`config.mk`:
```
export PLATFORM = sky130hd
export DESIGN_NAME = reversed_byte_serializer
export DESIGN_NICKNAME = d
export VERILOG_FILES = /design/src/rtl/bitrev_defs.sv /design/src/rtl/byte_fifo.sv /design/src/rtl/reversed_byte_serializer.sv
export SDC_FILE = /design/constraint.sdc
export NUM_CORES = 1
export LEC_CHECK = 0
export ABC_AREA = 0
export CORE_UTILIZATION = 43
export CTS_BUF_LIST = sky130_fd_sc_hd__clkbuf_16
export DETAILED_ROUTE_END_ITERATION = 12
export DONT_BUFFER_PORTS = 1
export PLACE_DENSITY = 0.63
export SLEW_MARGIN = 40
export SYNTH_ARGS = -nofsm -noshare
export SYNTH_HDL_FRONTEND = slang
export SYNTH_SLANG_ARGS = --single-unit
export TNS_END_PERCENT = 30
```
`constraint.sdc`:
```
create_clock -name clk -period 5.3 [get_ports clk]
set_clock_uncertainty 0.15 [all_clocks]
set_input_delay 1.06 -clock clk [delete_from_list [all_inputs] [get_ports clk]]
set_output_delay 1.06 -clock clk [all_outputs]
set_load 0.01 [all_outputs]
```
`src/rtl/bitrev_defs.sv`:
```
// Shared definitions for the bit-reverse datapath:
// default word sizes and the serializer FSM state encoding.
package bitrev_defs;

  localparam int DATA_WIDTH_DEF = 8;
  localparam int FIFO_DEPTH_DEF = 4;

  typedef enum logic {
    IDLE  = 1'b0,
    SHIFT = 1'b1
  } ser_state_t;

endpackage

```
`src/rtl/byte_fifo.sv`:
```
// Synchronous show-ahead FIFO, async active-low reset.
// Ports: wr_en/wr_data push, rd_en pops, rd_data is the head word,
// full (registered), empty, count (words held).
module byte_fifo #(
  parameter int DW    = 8,
  parameter int DEPTH = 4
) (
  input  logic                     clk,
  input  logic                     reset,
  input  logic                     wr_en,
  input  logic [DW-1:0]            wr_data,
  input  logic                     rd_en,
  output logic [DW-1:0]            rd_data,
  output logic                     full,
  output logic                     empty,
  output logic [$clog2(DEPTH):0]   count
);

  localparam int AW = $clog2(DEPTH);
  localparam logic [AW:0] CNT_FULL = (AW+1)'(DEPTH);

  logic [DW-1:0] mem [DEPTH];
  logic [AW-1:0] wr_ptr;
  logic [AW-1:0] rd_ptr;
  logic [AW:0]   count_nxt;
  logic          do_wr;
  logic          do_rd;

  // Full is taken from the registered state, so a pop never
  // opens a slot for a push in the same cycle.
  assign do_wr   = wr_en && !full;
  assign do_rd   = rd_en && !empty;
  assign empty   = (count == '0);
  assign rd_data = mem[rd_ptr];

  always_comb begin
    count_nxt = count;
    unique case ({do_wr, do_rd})
      2'b10:   count_nxt = count + 1'b1;
      2'b01:   count_nxt = count - 1'b1;
      default: count_nxt = count;
    endcase
  end

  always_ff @(posedge clk or negedge reset) begin
    if (!reset) begin
      wr_ptr <= '0;
      rd_ptr <= '0;
      count  <= '0;
      full   <= 1'b0;
    end else begin
      if (do_wr) wr_ptr <= wr_ptr + 1'b1;
      if (do_rd) rd_ptr <= rd_ptr + 1'b1;
      count <= count_nxt;
      full  <= (count_nxt == CNT_FULL);
    end
  end

  always_ff @(posedge clk) begin
    if (do_wr) mem[wr_ptr] <= wr_data;
  end

endmodule

```
`src/rtl/reversed_byte_serializer.sv`:
```
// Buffers reversed bytes in a FIFO and shifts them out bit-serially.
// Ports: byte_in/byte_valid/byte_ready in, bit_out/bit_valid/bit_ready/
// bit_last out, fifo_count occupancy, overflow sticky drop flag.
module reversed_byte_serializer
  import bitrev_defs::*;
#(
  parameter int DATA_WIDTH = DATA_WIDTH_DEF,
  parameter int FIFO_DEPTH = FIFO_DEPTH_DEF,
  parameter int MSB_FIRST  = 1
) (
  input  logic                          clk,
  input  logic                          reset,
  input  logic [DATA_WIDTH-1:0]         byte_in,
  input  logic                          byte_valid,
  output logic                          byte_ready,
  output logic                          bit_out,
  output logic                          bit_valid,
  input  logic                          bit_ready,
  output logic                          bit_last,
  output logic [$clog2(FIFO_DEPTH):0]   fifo_count,
  output logic                          overflow
);

  localparam int CW = (DATA_WIDTH > 1) ? $clog2(DATA_WIDTH) : 1;
  localparam logic [CW-1:0] CNT_LAST = CW'(DATA_WIDTH - 1);

  ser_state_t            state;
  logic [DATA_WIDTH-1:0] shreg;
  logic [DATA_WIDTH-1:0] shifted;
  logic [CW-1:0]         cnt;
  logic [CW-1:0]         cnt_inc;
  logic [DATA_WIDTH-1:0] head;
  logic                  fifo_full;
  logic                  fifo_empty;
  logic                  push;
  logic                  pop;

  function automatic logic lead_bit(input logic [DATA_WIDTH-1:0] w);
    return (MSB_FIRST != 0) ? w[DATA_WIDTH-1] : w[0];
  endfunction

  assign byte_ready = !fifo_full;
  assign push       = byte_valid && byte_ready;
  assign cnt_inc    = cnt + 1'b1;

  assign shifted = (MSB_FIRST != 0) ? (shreg << 1) : (shreg >> 1);

  byte_fifo #(
    .DW    (DATA_WIDTH),
    .DEPTH (FIFO_DEPTH)
  ) u_fifo (
    .clk     (clk),
    .reset   (reset),
    .wr_en   (push),
    .wr_data (byte_in),
    .rd_en   (pop),
    .rd_data (head),
    .full    (fifo_full),
    .empty   (fifo_empty),
    .count   (fifo_count)
  );

  // Pop either to start from idle, or on the accepted last bit
  // so the next frame follows without a bubble.
  always_comb begin
    pop = 1'b0;
    unique case (state)
      IDLE:    pop = !fifo_empty;
      SHIFT:   pop = bit_ready && bit_last && !fifo_empty;
      default: pop = 1'b0;
    endcase
  end

  always_ff @(posedge clk or negedge reset) begin
    if (!reset) begin
      state     <= IDLE;
      shreg     <= '0;
      cnt       <= '0;
      bit_out   <= 1'b0;
      bit_valid <= 1'b0;
      bit_last  <= 1'b0;
    end else begin
      unique case (state)
        IDLE: begin
          if (pop) begin
            state     <= SHIFT;
            shreg     <= head;
            cnt       <= '0;
            bit_out   <= lead_bit(head);
            bit_valid <= 1'b1;
            bit_last  <= (CNT_LAST == '0);
          end
        end
        SHIFT: begin
          if (bit_ready) begin
            if (bit_last) begin
              if (pop) begin
                shreg    <= head;
                cnt      <= '0;
                bit_out  <= lead_bit(head);
                bit_last <= (CNT_LAST == '0);
              end else begin
                state     <= IDLE;
                cnt       <= '0;
                bit_out   <= 1'b0;
                bit_valid <= 1'b0;
                bit_last  <= 1'b0;
              end
            end else begin
              shreg    <= shifted;
              cnt      <= cnt_inc;
              bit_out  <= lead_bit(shifted);
              bit_last <= (cnt_inc == CNT_LAST);
            end
          end
        end
        default: state <= IDLE;
      endcase
    end
  end

  always_ff @(posedge clk or negedge reset) begin
    if (!reset) begin
      overflow <= 1'b0;
    end else if (byte_valid && !byte_ready) begin
      overflow <= 1'b1;
    end
  end

endmodule
```
==> reports/summary.txt <==
RSZ-0062 raised after global routing: no
Vias/cell: 5.59
initial DRC count: 176
Gate Count Post-Synth: 173
max-slew violations: 0
Reg2Reg Capture Point: u_fifo.full
status: complete, no violations
Clk network pwr share: 22.4%
Synth top area share: 39.2%
Post-Route WL: 4.06 mm
GP Congestion: 0.803
# diodes: 0
postcts setup bufs: 0
die area: 6010 sq um
Starting Density: 44.6%
fin crit share: 55.2%
Async SR Flop Fraction: 41.8%
IO buf count: 0
die width: 77.5 um
critical path required time: 5.34 ns
Sink Count: 55
first-pass GRT wire length: 6.72 mm
CTS resizes: 0
Setup crit end kind: flip-flop
clock network latency to the later pin of the worst-skew pair: 0.28 ns
# hold bufs at CTS: 0
drt first pass iters: 5
Max-Slew Margin vs Limit: 55.2%
fmax: 0.342 GHz
Hold Crit Class: in2async
P per Cell Area: 520 nW/um^2
initial antenna violation count: 0
library cells used by synthesis: 40
FF-to-FF Start: state
setup TNS: 0 ns
Post-synth EDFFs: 32
min Tclk post-route: 2.92 ns
synth top area cells: edfxtp_1, dfrtp_1, mux4_1, ha_1, inv_1
clock slew at reported path FFs: 0.07 ns
Worst-Margin Slew: 0.671 ns
Worst setup SP type: primary input
critical path class: in2reg
Hold Fails Final Rpt: 0
area leader, netlist: edfxtp_1
Yosys Warn Count: 0
fin cells: 244
core area: 5510 sq um
Layout Utilization: 47.9%
I/O pin total: 20
H-tree depth: 2
Internal: 0.920 mW
Mapped Nets: 193
DR DRC count: 0
P_sw: 0.450 mW
proportion of power drawn by combinational gates: 25.9%
Final setup viols: 0
part of the power in registers: 51.6%
sw frac: 32.8%
FP Rows: 27
DPL Wire Length: 2.90 mm
total number of vias: 1365
largest net degree at the start of global routing: 24
vias in the first global route: 1381
routed length per instance: 16.6 um
antenna-violating nets left: 0
area delta synth->final: 7.45%
fin nets: 191
Worst R2R Path Depth: 7
Max-Cap Viols: 0
Chip Height: 77.5 um
CTS Buf Count: 5
Global Route Usage Sum: 14.9%
crit path DAT: 2.96 ns
Seq cells post-synth: 55
Synth Cell Area: 2450 sq um
leakage: 0.989 nW
Main synth FF type: edfxtp_1
TritonCTS clock tree: built
Syn Area/Cell: 14.2 sq um
Worst VDD drop: 0.000242 V
Root Buffer: clkbuf_16
placed cells: 236
flop2flop setup slack: 2.50 ns
grt ovf: 0
sequential fraction of the synthesis area: 62.6%
CP max FO: 16
Max clock buf depth: 2
layout cells sized above 1: 8.14%
==> routing by layer <==
layer / routed length, um / track usage [%] / up-vias / share of wire (%)
met5: 0 / 0 / - / 0
met1: 1780 / 18.8 / 686 / 44
met3: 216 / 4.71 / 4 / 5.3
li1: - / - / 636 / -
met2: 2030 / 24.6 / 39 / 50
met4: 37 / 4.53 / 0 / 0.91
==> critical path: stages <==
cell and delay [ns]:
nand2_1 0.06, a21oi_2 0.41, ha_1 0.26, inv_1 0.06
fa_1 0.37, xor2_1 0.15, or3_1 0.33, a211oi_1 0.26
==> layout by cell type, fill, tap and decap left out, types with 2 or more instances in the layout <==
cell and count:
a21oi_1 3, mux4_1 6, nand2b_1 4, clkbuf_16 5, a21o_1 2, xnor2_1 3
mux2_2 2, and2_1 4, a22o_1 2, or3_1 2, nor2_1 2, edfxtp_1 32
o21ai_0 6, a211oi_1 2, dfrtp_1 23, xor2_1 3, a221oi_1 6, nand2_1 6
ha_1 7, inv_1 18, nor2b_1 4, o22ai_1 7, nor3_1 6
==> state kept, by name, indices dropped and copies added, names as in the netlist <==
signal         count
shreg              7
u_fifo.rd_ptr      2
u_fifo.mem        32
cnt                3
bit_last           1
bit_valid          1
u_fifo.full        1
u_fifo.wr_ptr      2
u_fifo.count       3
overflow           1
state              1
bit_out            1
==> worst max path at each step <==
stage	cells after the start	startpoint	to	slack, ns
2_1_floorplan	8	bit_ready	u_fifo.full	2.31
3_3_place_gp	8	bit_ready	u_fifo.full	2.21
4_1_cts	8	bit_ready	u_fifo.full	2.38
6_report	8	bit_ready	u_fifo.full	2.38
5_1_grt	8	bit_ready	u_fifo.full	2.28
3_5_place_dp	8	bit_ready	u_fifo.full	2.09
==> layout make-up <==
class | count | area (sq um)
sequential | 55 | 1540
clock buffer | 5 | 125
tap | 72 | 90.1
clock inverter | 3 | 16.3
multi-input combinational | 92 | 805
inverter | 17 | 63.8
fill | 485 | 2870
==> power by group through the flow <==
stage	clock network, mW	registers, mW	logic [mW]
2_1_floorplan	0	0.658	0.329
3_3_place_gp	0	0.708	0.339
3_5_place_dp	0	0.718	0.358
4_1_cts	0.315	0.710	0.361
5_1_grt	0.337	0.725	0.400
6_report	0.308	0.708	0.355
==> per-stage QoR <==
stage	total power [mW]	hold slack, ns	cell area [sq um]	setup slack (ns)
after global routing	1.46	0.294	2640	2.28
after global placement	1.05	0.342	2490	2.21
after CTS	1.38	0.309	2640	2.38
after floorplan	0.987	0.317	2450	2.31
final	1.37	0.315	2640	2.38
after detailed placement	1.08	0.358	2490	2.09
==> cells in the mapped netlist, types with 2 or more instances <==
master    number
o22ai_1        7
xnor2_1        3
inv_1         17
nand2b_1       4
nor2_1         2
ha_1           7
mux4_1         6
a21oi_1        3
a22o_1         2
buf_2          6
mux2_2         2
a21o_1         2
o21ai_0        6
nor3_1         6
clkbuf_1       2
or3_1          2
nand2_1        6
a221oi_1       6
nor2b_1        4
edfxtp_1      32
a211oi_1       2
and2_1         4
xor2_1         3
dfrtp_1       23
==> cell families (layout without fill, tap and decap cells) <==
logic type	after synthesis	count (layout)	synth area share [%]
and+or+nand+nor	34	34	7.80
muxes	10	10	8.67
AOI/OAI and AO/OA	34	34	9.79
buffers and inverters	26	25	4.59
xor gates and xnor gates	6	6	2.14
DFF	55	55	62.6
adders and majority gates	8	8	4.39
Note: power is estimated with default switching activity, not from simulation.
